File: config.mk
export PLATFORM = sky130hd
export DESIGN_NAME = fpu_issue_ctrl_flat
export DESIGN_NICKNAME = d
export VERILOG_FILES = /design/src/rtl/fpu_issue_ctrl_if.sv /design/src/rtl/fpu_issue_ctrl.sv /design/src/flat_wrapper.sv
export SDC_FILE = /design/constraint.sdc
export NUM_CORES = 1
export LEC_CHECK = 0
export CAP_MARGIN = 20
export CORE_UTILIZATION = 41
export DETAILED_ROUTE_END_ITERATION = 6
export DONT_BUFFER_PORTS = 1
export GPL_ROUTABILITY_DRIVEN = 0
export PLACE_DENSITY = 0.61
export SETUP_SLACK_MARGIN = 0.1
export SYNTH_ARGS = -nofsm -noshare
export SYNTH_HDL_FRONTEND = slang
export SYNTH_SLANG_ARGS = --single-unit
File: constraint.sdc
create_clock -name clk -period 2 [get_ports clk]
set_clock_uncertainty 0.05 [all_clocks]
set_input_delay 0.2 -clock clk [delete_from_list [all_inputs] [get_ports clk]]
set_output_delay 0.2 -clock clk [all_outputs]
set_load 0.05 [all_outputs]
File: src/rtl/fpu_issue_ctrl_if.sv
// FPU-side handshake bundle: the issue channel (op offer/accept) and the result channel.
// The controller uses the master modport and the FPU (or its model) uses the slave modport.
interface fpu_issue_ctrl_if #(
    parameter int INSTR_WIDTH = 32
);
    logic                   fpu_req_valid;
    logic                   fpu_req_ready;
    logic [INSTR_WIDTH-1:0] fpu_op;
    logic                   fpu_resp_valid;
    logic                   fpu_resp_ready;

    modport master (
        output fpu_req_valid,
        output fpu_op,
        output fpu_resp_ready,
        input  fpu_req_ready,
        input  fpu_resp_valid
    );

    modport slave (
        input  fpu_req_valid,
        input  fpu_op,
        input  fpu_resp_ready,
        output fpu_req_ready,
        output fpu_resp_valid
    );
endinterface

File: src/rtl/fpu_issue_ctrl.sv
// Issue controller for multi-cycle FPU ops: one op in flight, decode hazard stalls,
// timeout abort, and arbitration of the shared register-file write port.
//
// state  | meaning
// -------+-----------------------------------------------------------
// IDLE   | no FPU op in flight; decode may hand over a new FPU op
// REQ    | op captured and offered to the FPU, waiting for acceptance
// WAIT   | op accepted, waiting for the result; writeback on response
module fpu_issue_ctrl #(
    parameter int INSTR_WIDTH    = 32,
    parameter int REG_ADDR_WIDTH = 5,
    parameter int TIMEOUT_CYCLES = 64,
    parameter int CNT_WIDTH      = 7
) (
    input  logic                      clk,
    input  logic                      rst_n,
    input  logic                      id_valid,
    input  logic                      id_alu_fpu,
    input  logic [INSTR_WIDTH-1:0]    id_instr,
    input  logic [REG_ADDR_WIDTH-1:0] id_rd,
    input  logic [REG_ADDR_WIDTH-1:0] id_rs1,
    input  logic [REG_ADDR_WIDTH-1:0] id_rs2,
    input  logic                      alu_wb_valid,
    fpu_issue_ctrl_if.master          fpu,
    output logic                      stall,
    output logic                      wb_sel,
    output logic                      wb_en,
    output logic [REG_ADDR_WIDTH-1:0] wb_rd,
    output logic                      busy,
    output logic                      timeout_err
);

    typedef enum logic [1:0] {
        S_IDLE = 2'd0,
        S_REQ  = 2'd1,
        S_WAIT = 2'd2
    } state_t;

    localparam logic [CNT_WIDTH-1:0] CNT_LAST = CNT_WIDTH'(TIMEOUT_CYCLES - 1);

    state_t                    state;
    state_t                    state_nxt;
    logic [REG_ADDR_WIDTH-1:0] pend_rd;
    logic [INSTR_WIDTH-1:0]    op_q;
    logic [CNT_WIDTH-1:0]      cnt;
    logic                      err_q;

    logic                      accept;
    logic                      resp_fire;
    logic                      abort;
    logic                      hazard;
    logic                      collision;

    logic                      req_valid_c;
    logic                      resp_ready_c;
    logic                      busy_c;
    logic                      stall_c;
    logic                      wb_sel_c;
    logic                      wb_en_c;
    logic [REG_ADDR_WIDTH-1:0] wb_rd_c;

    assign resp_fire = (state == S_WAIT) && fpu.fpu_resp_valid;
    // A result arriving on the last allowed cycle still wins over the abort.
    assign abort     = (state != S_IDLE) && (cnt == CNT_LAST) && !resp_fire;
    // Source compares are deliberately conservative: rs1/rs2 are checked even if unused.
    assign hazard    = (pend_rd != '0) &&
                       ((id_rs1 == pend_rd) || (id_rs2 == pend_rd) || (id_rd == pend_rd));
    assign collision = resp_fire && alu_wb_valid;
    assign accept    = (state == S_IDLE) && id_valid && id_alu_fpu && !stall_c;

    always_ff @(posedge clk or negedge rst_n) begin
        if (!rst_n) begin
            state <= S_IDLE;
        end else begin
            state <= state_nxt;
        end
    end

    always_comb begin
        state_nxt = state;
        case (state)
            S_IDLE: begin
                if (accept) begin
                    state_nxt = S_REQ;
                end
            end
            S_REQ: begin
                if (abort) begin
                    state_nxt = S_IDLE;
                end else if (fpu.fpu_req_ready) begin
                    state_nxt = S_WAIT;
                end
            end
            S_WAIT: begin
                if (resp_fire || abort) begin
                    state_nxt = S_IDLE;
                end
            end
            default: begin
                state_nxt = S_IDLE;
            end
        endcase
    end

    always_comb begin
        busy_c       = (state != S_IDLE);
        req_valid_c  = (state == S_REQ);
        resp_ready_c = (state == S_WAIT);
        wb_sel_c     = resp_fire;
        wb_en_c      = resp_fire && (pend_rd != '0);
        wb_rd_c      = '0;
        if (resp_fire) begin
            wb_rd_c = pend_rd;
        end
        stall_c      = collision || (busy_c && id_valid && (id_alu_fpu || hazard));
    end

    // Op capture, destination tracking, timeout counter and sticky error.
    always_ff @(posedge clk or negedge rst_n) begin
        if (!rst_n) begin
            op_q    <= '0;
            pend_rd <= '0;
            cnt     <= '0;
            err_q   <= 1'b0;
        end else begin
            if (accept) begin
                op_q    <= id_instr;
                pend_rd <= id_rd;
                cnt     <= '0;
            end else if (state != S_IDLE) begin
                cnt <= cnt + 1'b1;
            end
            if (abort) begin
                pend_rd <= '0;
                err_q   <= 1'b1;
            end
        end
    end

    assign fpu.fpu_req_valid  = req_valid_c;
    assign fpu.fpu_resp_ready = resp_ready_c;
    assign fpu.fpu_op         = op_q;
    assign stall              = stall_c;
    assign wb_sel             = wb_sel_c;
    assign wb_en              = wb_en_c;
    assign wb_rd              = wb_rd_c;
    assign busy               = busy_c;
    assign timeout_err        = err_q;

endmodule
File: src/flat_wrapper.sv
// flat-port wrapper written by rule: the top's interface ports become plain ports
module fpu_issue_ctrl_flat 
#(
    parameter int INSTR_WIDTH    = 32,
    parameter int REG_ADDR_WIDTH = 5,
    parameter int TIMEOUT_CYCLES = 64,
    parameter int CNT_WIDTH      = 7
)
  (clk, rst_n, id_valid, id_alu_fpu, id_instr, id_rd, id_rs1, id_rs2, alu_wb_valid, stall, wb_sel, wb_en, wb_rd, busy, timeout_err, fpu_fpu_req_valid, fpu_fpu_op, fpu_fpu_resp_ready, fpu_fpu_req_ready, fpu_fpu_resp_valid);
  fpu_issue_ctrl_if #(.INSTR_WIDTH(INSTR_WIDTH)) fpu_i ();
  input  logic clk;
  input  logic rst_n;
  input  logic id_valid;
  input  logic id_alu_fpu;
  input  logic [INSTR_WIDTH-1:0] id_instr;
  input  logic [REG_ADDR_WIDTH-1:0] id_rd;
  input  logic [REG_ADDR_WIDTH-1:0] id_rs1;
  input  logic [REG_ADDR_WIDTH-1:0] id_rs2;
  input  logic alu_wb_valid;
  output logic stall;
  output logic wb_sel;
  output logic wb_en;
  output logic [REG_ADDR_WIDTH-1:0] wb_rd;
  output logic busy;
  output logic timeout_err;
  output wire logic [$bits(fpu_i.fpu_req_valid)-1:0] fpu_fpu_req_valid;
  output wire logic [$bits(fpu_i.fpu_op)-1:0] fpu_fpu_op;
  output wire logic [$bits(fpu_i.fpu_resp_ready)-1:0] fpu_fpu_resp_ready;
  input wire logic [$bits(fpu_i.fpu_req_ready)-1:0] fpu_fpu_req_ready;
  input wire logic [$bits(fpu_i.fpu_resp_valid)-1:0] fpu_fpu_resp_valid;
  assign fpu_fpu_req_valid = fpu_i.fpu_req_valid;
  assign fpu_fpu_op = fpu_i.fpu_op;
  assign fpu_fpu_resp_ready = fpu_i.fpu_resp_ready;
  assign fpu_i.fpu_req_ready = fpu_fpu_req_ready;
  assign fpu_i.fpu_resp_valid = fpu_fpu_resp_valid;
  fpu_issue_ctrl #(.INSTR_WIDTH(INSTR_WIDTH), .REG_ADDR_WIDTH(REG_ADDR_WIDTH), .TIMEOUT_CYCLES(TIMEOUT_CYCLES), .CNT_WIDTH(CNT_WIDTH)) u_core (.clk(clk), .rst_n(rst_n), .id_valid(id_valid), .id_alu_fpu(id_alu_fpu), .id_instr(id_instr), .id_rd(id_rd), .id_rs1(id_rs1), .id_rs2(id_rs2), .alu_wb_valid(alu_wb_valid), .fpu(fpu_i), .stall(stall), .wb_sel(wb_sel), .wb_en(wb_en), .wb_rd(wb_rd), .busy(busy), .timeout_err(timeout_err));
endmodule
==> summary.txt, run 1 <==
Simple-gate share of the synthesized area -> 0.272
Reg power frac -> 0.607
Setup bufs post-CTS -> 0
Drt via density -> 4.94
Root Buffer -> clkbuf_8
Detailed placement HPWL -> 3.23 mm
Post-cts resize count -> 0
# port buffers -> 0
Clock group share of total power -> 0.148
Die Height -> 74.1 um
Syn_nets -> 298
Largest family of logic cells by synthesized area -> simple AND/OR/NAND/NOR gates
Worst setup margin -> -172 ps
Internal -> 0.00187 W
Net Switching -> 0.00178 W
Worst hold slack -> 24.4 ps
Worst hold path depth -> 2
Worst setup path class -> reg -> out
Hold Crit Class -> in -> reg
CP Max Fanout -> 2
Die Area -> 0.00550 mm2
Peak Freq -> 0.460 GHz
Synth area leader -> dfrtp_1
Synth Area in Adders -> 0.00587
Failing checks -> negative setup slack
WP depth -> 5
Pin count of the biggest net entering global routing -> 48
Routed wire length -> 4.92 mm
Cts bufs inserted -> 5
Status -> complete, but fails checks
Yosys cell types -> 30
Yosys warns -> 0
DR DRC count -> 0
Worst R2R Path Depth -> 5
Global-route wire length before repair -> 7.98 mm
Slowest stage cell, crit path -> or4_4
DR pass1 iterations -> 6
CTS tree -> done
1st-iter DRT viols -> 78
Crit path time final -> 2170 ps
# nets final -> 347
Worst Tran Pin Value -> 505 ps
Synth Area per Inst -> 8.78 um2
Syn Std Cell Area -> 0.00213 mm2
Clk pin slew, worst setup/hold paths -> 80 ps
Routed len/inst -> 13.7 um
Sequential fraction of the synthesis area -> 0.551
Register bit total from synthesis -> 47
Final period utilization -> 1.09
Max-cap violations -> 0
Final setup vio count -> 1
R2r setup slk -> 290 ps
Worst setup SP type -> register
Worst slew margin -> 0.664
Final Util -> 0.593
Io pins -> 98
Synth Instances -> 243
Post-synth top area share -> 0.551
Comb power frac -> 0.245
CP Cell Sequence -> or4_4 -> o311a_1 -> a21oi_2 -> a41oi_4 -> buf_12
RSZ-0062 raised after global routing -> yes
Core Area -> 0.00485 mm2
Critical Path AT -> 1920 ps
Final ANT Viol Nets -> 0
Overall Global Routing Usage -> 0.194
CTS Sinks -> 47
Top cells by area, synth -> dfrtp_1 (55%), nand2_1 (20%), xor2_1 (4.9%)
Initial core utilization -> 0.440
N_diodes -> 0
Gr ovfl total -> 0
Clock latency on the worst-skew pair -> 290 ps
Max stage delay on crit path -> 540 ps
CP Capture Type -> primary output
Top delay family on crit path -> simple AND/OR/NAND/NOR gates
DR vias -> 1,778
Max Slew Vio Count -> 0
Share of layout cells above drive strength 1 -> 0.106
Net Sw Frac -> 0.489
Cell Pwr Density -> 1270 mW/mm2
Synthesis-to-finish area growth -> 34.8%
Final Hold Viols -> 0
Max VDD drop -> 0.000788 V
Die X -> 74.1 um
Post-Synth XOR/XNOR Area -> 0.0780
CP Buf/Inv Count -> 1
Leak pwr -> 1.41 nW
# rows -> 25
Required @ worst endpoint -> 1750 ps
Initial antenna violation count -> 0
H-tree depth -> 2
Mux cell area share after synthesis -> 0
Clock Path Buffers -> 2
Number of global-route vias before repair -> 1,815
Synth Area in Compound Gates -> 0.0540
## per-layer routing
layer	global-route usage	share of wire
met1	0.228	0.41
met2	0.326	0.48
met3	0.0664	0.092
met4	0.0748	0.017
met5	0	0
## layout make-up
class / instances / area, um2
repair buffers: 57 / 631
well taps: 67 / 83.8
clock inverters: 1 / 5.00
fillers: 419 / 1970
multi-input cells: 178 / 892
inverters: 3 / 11.3
flip-flops and latches: 47 / 1180
clock buffers: 7 / 76.3
## sequential cells by signal, indices dropped and copies added, names as in the netlist
| signal | flops |
|---|---|
| u_core.state | 2 |
| u_core.cnt | 7 |
| u_core.fpu.fpu_op | 32 |
| u_core.pend_rd | 5 |
| u_core.timeout_err | 1 |
## per-stage QoR
step	cell area (um2)	setup TNS, ps	instances	total power, W	setup slack [ps]
finish	2880	-172	360	0.00365	-172
global route	2880	-233	360	0.00386	-233
CTS	2880	-194	360	0.00368	-194
detailed placement	2390	0	313	0.00304	148
global placement	2390	0	313	0.00302	182
floorplan	2160	0	243	0.00281	155
## timing repair
action / 4_1_cts / 5_1_grt
endpoints found under the setup margin: 1 / 1
hold buffers: 39 / 0
hold endpoints to repair: 84 / 0
gates cloned: 0 / 0
## cell usage after synthesis
master and instances:
a41oi_1 1, clkbuf_1 7, ha_1 1, and3_2 1, nand2_1 111, a21oi_2 1, nor2_2 1, nor2_1 6
dfrtp_1 47, nor3_1 4, nor2b_1 2, buf_2 7, nand4_1 1, and3_1 5, or4_4 1, o21ai_0 2
o21a_1 1, buf_6 1, a21oi_1 9, or3_1 2, o311a_1 1, o2111ai_1 1, nand3_1 4, a31o_2 1
a22oi_1 1, inv_1 3, xnor2_1 7, xor2_1 12, or2_1 1, and2_1 1
## placed cells by master (no fill, tap or decap), types with 2 or more instances in the layout
cell / synthesis / routed
a21oi_1: 9 / 9
and3_1: 5 / 5
buf_12: 0 / 7
buf_4: 0 / 11
clkbuf_1: 7 / 2
clkbuf_8: 0 / 5
dfrtp_1: 47 / 47
dlygate4sd3_1: 0 / 38
inv_1: 3 / 3
nand2_1: 111 / 111
nand3_1: 4 / 4
nor2_1: 6 / 6
nor2b_1: 2 / 2
nor3_1: 4 / 4
o21ai_0: 2 / 2
or3_1: 2 / 2
xnor2_1: 7 / 7
xor2_1: 12 / 12
## worst reg2reg max path, stage by stage, from the launching register on
cell       delay [ps]
dfrtp_1           390
ha_1              190
o2111ai_1         190
or3_1             460
nor2_2            240
or2_1             140
## cell families after synthesis
family,after synthesis
xor+xnor,19
fa+ha+maj,1
flops,47
compound gates,18
simple gates,140
buf+inv,18
## final timing paths
path	startpoint	endpoint
worst max-delay path	u_core.pend_rd[0]	stall
worst min-delay path	fpu_fpu_req_ready	u_core.state[1]
worst max register to register	u_core.cnt[0]	u_core.timeout_err
worst min register to register	u_core.cnt[6]	u_core.state[1]
max in group asynchronous	rst_n	u_core.fpu.fpu_op[27]
min in group asynchronous	rst_n	u_core.fpu.fpu_op[15]
## power groups by stage
stage          registers, W  clock network, W  logic, W
2_1_floorplan       0.00216                 0  0.000655
3_3_place_gp        0.00223                 0  0.000787
3_5_place_dp        0.00223                 0  0.000819
4_1_cts             0.00222          0.000562  0.000897
5_1_grt             0.00226          0.000601   0.00101
6_report            0.00221          0.000540  0.000895
No activity file was read; power rests on OpenSTA's default activity.
==> inputs of run 2 (changes only) <==
CELL_PAD_IN_SITES_DETAIL_PLACEMENT = 1   (was unset)
CELL_PAD_IN_SITES_GLOBAL_PLACEMENT = 1   (was unset)
PLACE_DENSITY = 0.79   (was 0.61)
==> run 2 against run 1 <==
Compared with the run above:
- the flow still finishes with violations (negative setup slack)
- non-clock buffer count decreased by 2
- first-iteration DRC count increased by 2.6%
- total power increased by 7.0%
- via count increased by 3.7%
- utilization increased by 0.70 points
- register-to-register slack got worse by 50 ps
- critical path depth unchanged
- cell count decreased by 0.28%
- clock power increased by 34%
- largest cell class unchanged
==> summary.txt, run 2 (synthesis results as in run 1) <==
Gr ovfl total -> 0
Worst slew margin -> 0.657
Die X -> 74.1 um
Net Switching -> 0.00188 W
Cell Pwr Density -> 1340 mW/mm2
Cts bufs inserted -> 5
Crit path time final -> 2160 ps
DR vias -> 1,843
Clock group share of total power -> 0.185
Pwr Total -> 0.00390 W
DR pass1 iterations -> 3
Clock Path Buffers -> 2
# port buffers -> 0
Worst setup margin -> -156 ps
Worst setup path class -> reg -> out
Routed len/inst -> 18.2 um
Multi-input logic area -> 892 um2
Die Height -> 74.1 um
Required @ worst endpoint -> 1750 ps
Synthesis-to-finish area growth -> 36.4%
Setup TNS -> -156 ps
Max Used Layer -> met4
Initial antenna violation count -> 0
Routed wire length -> 6.52 mm
Comb power frac -> 0.243
Leak pwr -> 1.42 nW
CTS Sinks -> 47
CP Max Fanout -> 2
Max reg flops -> 32
1st-iter DRT viols -> 80
Most used cells in the layout excluding fill and tap cells -> nand2_1 (111), dfrtp_1 (47), dlygate4sd3_1 (37)
# nets final -> 345
Net Sw Frac -> 0.481
Max VDD drop -> 0.000750 V
Top delay family on crit path -> simple AND/OR/NAND/NOR gates
H-tree depth -> 2
Internal -> 0.00203 W
Hold Crit Class -> in -> reg
Global-route wire length before repair -> 10.1 mm
WL met1 -> 2.28 mm
Detailed placement HPWL -> 4.00 mm
Share of layout cells above drive strength 1 -> 0.110
Pin count of the biggest net entering global routing -> 48
Drt via density -> 5.13
Io pins -> 98
Clk pin slew, worst setup/hold paths -> 80 ps
CP Capture Type -> primary output
Worst setup SP type -> register
Final ANT Viol Nets -> 0
Most common cell after layout, fill and taps aside -> nand2_1
Final period utilization -> 1.08
RSZ-0062 raised after global routing -> yes
Max-cap violations -> 0
Final setup vio count -> 1
Post-cts resize count -> 0
Slowest stage cell, crit path -> or4_4
Post-DP Area -> 0.00239 mm2
Reg power frac -> 0.572
Peak Freq -> 0.464 GHz
WL met3 -> 460 um
Root Buffer -> clkbuf_8
Clock latency on the worst-skew pair -> 290 ps
Max Slew Vio Count -> 0
Overall Global Routing Usage -> 0.253
Fillcell total -> 543
Core Area -> 0.00485 mm2
Critical Path AT -> 1910 ps
Status -> complete, but fails checks
Worst Tran Pin Value -> 514 ps
CP Buf/Inv Count -> 1
Post-route cell area -> 0.00291 mm2
Die Area -> 0.00550 mm2
Initial core utilization -> 0.440
CP Cell Sequence -> or4_4 -> o311a_1 -> a21oi_2 -> a41oi_4 -> buf_12
Worst hold slack -> 18.4 ps
Final Hold Viols -> 0
Max stage delay on crit path -> 540 ps
CTS tree -> done
DR DRC count -> 0
Met2 WL post-DR -> 3.62 mm
Number of global-route vias before repair -> 2,083
# rows -> 25
Failing checks -> negative setup slack
Register area -> 0.00118 mm2
Placement Setup Slack -> 164 ps
==> run 2: cell types whose count changed in the layout (fill, tap and decap cells not counted) <==
cell,change
buf_4,-2
buf_12,+1
clkbuf_8,+1
dlygate4sd3_1,-1
bufinv_16,+1
clkbuf_1,-2
diode_2,+1
==> run 2: layer usage <==
| layer | global-route usage | vias up |
|---|---|---|
| li1 | - | 858 |
| met1 | 0.258 | 892 |
| met2 | 0.475 | 79 |
| met3 | 0.0772 | 14 |
| met4 | 0.109 | 0 |
| met5 | 0 | - |
==> run 2: power groups by stage <==
stage          combinational [W]  sequential (W)  clock, W
2_1_floorplan           0.000655         0.00216         0
3_3_place_gp            0.000793         0.00223         0
3_5_place_dp            0.000852         0.00225         0
4_1_cts                 0.000934         0.00223  0.000736
5_1_grt                  0.00106         0.00227  0.000783
6_report                0.000951         0.00223  0.000721
==> run 2: path summary, 6_finish.rpt <==
| path | startpoint | end | slack, ps | cells past startpoint |
|---|---|---|---|---|
| setup reg to reg | u_core.cnt[0] | u_core.pend_rd[2] | 240 | 5 |
| hold reg to reg | u_core.cnt[5] | u_core.cnt[5] | 510 | 2 |
| setup / recovery | u_core.pend_rd[0] | stall | -160 | 5 |
| max in group asynchronous | rst_n | u_core.pend_rd[2] | 1340 | 2 |
| min in group asynchronous | rst_n | u_core.fpu.fpu_op[18] | 340 | 2 |
| hold / removal | id_rd[0] | u_core.pend_rd[0] | 20 | 2 |
==> run 2: layout make-up <==
type,count,share of cell area
Clock buffer,6,0.0284
Inverter,3,0.00387
Tap cell,67,0.0288
Multi-Input combinational cell,178,0.307
Timing Repair Buffer,55,0.215
Sequential cell,47,0.404
Antenna cell,1,0.000860
Clock inverter,2,0.0120
==> run 2: what timing repair did <==
item,in CTS,in global routing
endpoints found under the hold margin,83,0
setup buffers,0,0
hold buffers,38,0
endpoints found under the setup margin,1,3
==> run 2: per-stage QoR <==
step,utilization,cells
after floorplan,-,243
after global placement,0.493,312
after detailed placement,0.493,312
after CTS,0.599,358
after global routing,0.599,358
final,0.600,359
==> inputs of run 3 (changes only) <==
RECOVER_POWER = 50   (was unset)
==> run 3 against run 2 <==
Compared with the run above:
- the flow still finishes with violations (negative setup slack)
- clock power about the same
- critical path depth unchanged
- non-clock buffer count unchanged
- count of clock-buffer cells in the layout unchanged
- global-route usage unchanged
- maximum frequency about the same
- highest routed layer unchanged
==> summary.txt, run 3 (synthesis results as in run 1) <==
Crit path time final -> 2160 ps
CTS Sinks -> 47
Worst setup SP type -> register
Cell Pwr Density -> 1350 mW/mm2
Pwr Total -> 0.00390 W
Detailed placement HPWL -> 4.00 mm
Clock group share of total power -> 0.185
Failing checks -> negative setup slack
Clock latency on the worst-skew pair -> 290 ps
Io pins -> 98
Net Switching -> 0.00188 W
# port buffers -> 0
Die Area -> 0.00550 mm2
Clk pin slew, worst setup/hold paths -> 80 ps
Most used cells in the layout excluding fill and tap cells -> nand2_1 (111), dfrtp_1 (47), dlygate4sd3_1 (37)
Most common cell after layout, fill and taps aside -> nand2_1
Gr ovfl total -> 0
Post-cts resize count -> 0
Die X -> 74.1 um
Worst setup margin -> -156 ps
Final period utilization -> 1.08
Post-DP Area -> 0.00239 mm2
Initial antenna violation count -> 0
Min-delay src -> id_rd[0]
H-tree depth -> 2
Max VDD drop -> 0.000750 V
DR vias -> 1,839
# rows -> 25
Synthesis-to-finish area growth -> 35.3%
Peak Freq -> 0.464 GHz
Required @ worst endpoint -> 1750 ps
Pin count of the biggest net entering global routing -> 48
Max-cap violations -> 0
Final setup vio count -> 1
Internal -> 0.00202 W
Setup bufs post-CTS -> 0
Die Height -> 74.1 um
Status -> complete, but fails checks
Routed wire length -> 6.53 mm
CP Max Fanout -> 2
Leak pwr -> 1.41 nW
Critical Path AT -> 1910 ps
Routed len/inst -> 18.2 um
Origin of the critical flop-to-flop path -> u_core.cnt[0]
Reg power frac -> 0.573
Beginning of the critical path -> u_core.pend_rd[0]
Share of layout cells above drive strength 1 -> 0.110
Max Slew Vio Count -> 0
Drt via density -> 5.12
Fillcell total -> 546
Worst setup path class -> reg -> out
Cts bufs inserted -> 5
Global-route wire length before repair -> 10.1 mm
Worst hold slack -> 18.4 ps
Worst slew margin -> 0.234
Clock Path Buffers -> 2
Multi-input logic area -> 892 um2
Net Sw Frac -> 0.481
Final Hold Viols -> 0
Post-route cell area -> 0.00289 mm2
Core Area -> 0.00485 mm2
1st-iter DRT viols -> 80
Root Buffer -> clkbuf_8
DR DRC count -> 0
Register area -> 0.00118 mm2
Overall Global Routing Usage -> 0.253
Max reg flops -> 32
Worst Tran Pin Value -> 1150 ps
CP Capture Type -> primary output
Hold Crit Class -> in -> reg
DR pass1 iterations -> 3
Placement Setup Slack -> 164 ps
CTS tree -> done
Initial core utilization -> 0.440
Comb power frac -> 0.242
Final ANT Viol Nets -> 0
Number of global-route vias before repair -> 2,083
RSZ-0062 raised after global routing -> yes
# nets final -> 345
==> run 3: power by group through the flow <==
stage,combinational (W),sequential [W],clock [W]
after floorplan,0.000655,0.00216,0
after global placement,0.000793,0.00223,0
after detailed placement,0.000852,0.00225,0
after CTS,0.000934,0.00223,0.000736
after global routing,0.00105,0.00227,0.000783
final,0.000945,0.00223,0.000721
==> run 3: through the flow <==
stage               std cells  utilization  TNS, ps
finish                    359        0.595     -156
global route              358        0.595     -236
CTS                       358        0.599     -177
detailed placement        312        0.493        0
global placement          312        0.493        0
floorplan                 243            -        0
==> run 3: final timing paths <==
kind / slack (ps) / depth (start not counted) / to
worst max-delay path: -160 / 5 / stall
worst min-delay path: 20 / 2 / u_core.pend_rd[0]
worst max register to register: 240 / 5 / u_core.pend_rd[2]
worst min register to register: 510 / 2 / u_core.cnt[5]
max in group asynchronous: 580 / 2 / u_core.pend_rd[2]
min in group asynchronous: 610 / 2 / u_core.fpu.fpu_op[18]
==> run 3: metal layers <==
layer  wire, um  track usage  vias to the layer above
li1           -            -                      856
met1       2290        0.258                      890
met2       3620        0.475                       79
met3        460       0.0772                       14
met4        157        0.109                        0
met5          0            0                        -
==> run 3: critical path: stages (launching register included) <==
cell and delay (ps):
dfrtp_1 380, or4_4 540, o311a_1 320, a21oi_2 150, a41oi_4 50, buf_12 170
==> run 3: repair_timing <==
item	CTS	global route
setup endpoints to repair	1	3
hold buffers	38	0
endpoints found under the hold margin	83	0
==> run 3: area by class of cell <==
cell class                      instances  area share
Clock buffer                            6      0.0286
Tap cell                               67      0.0290
Sequential cell                        47       0.407
Antenna cell                            1    0.000867
Timing Repair Buffer                   55       0.209
Multi-Input combinational cell        178       0.309
Clock inverter                          2      0.0121
Inverter                                3     0.00390
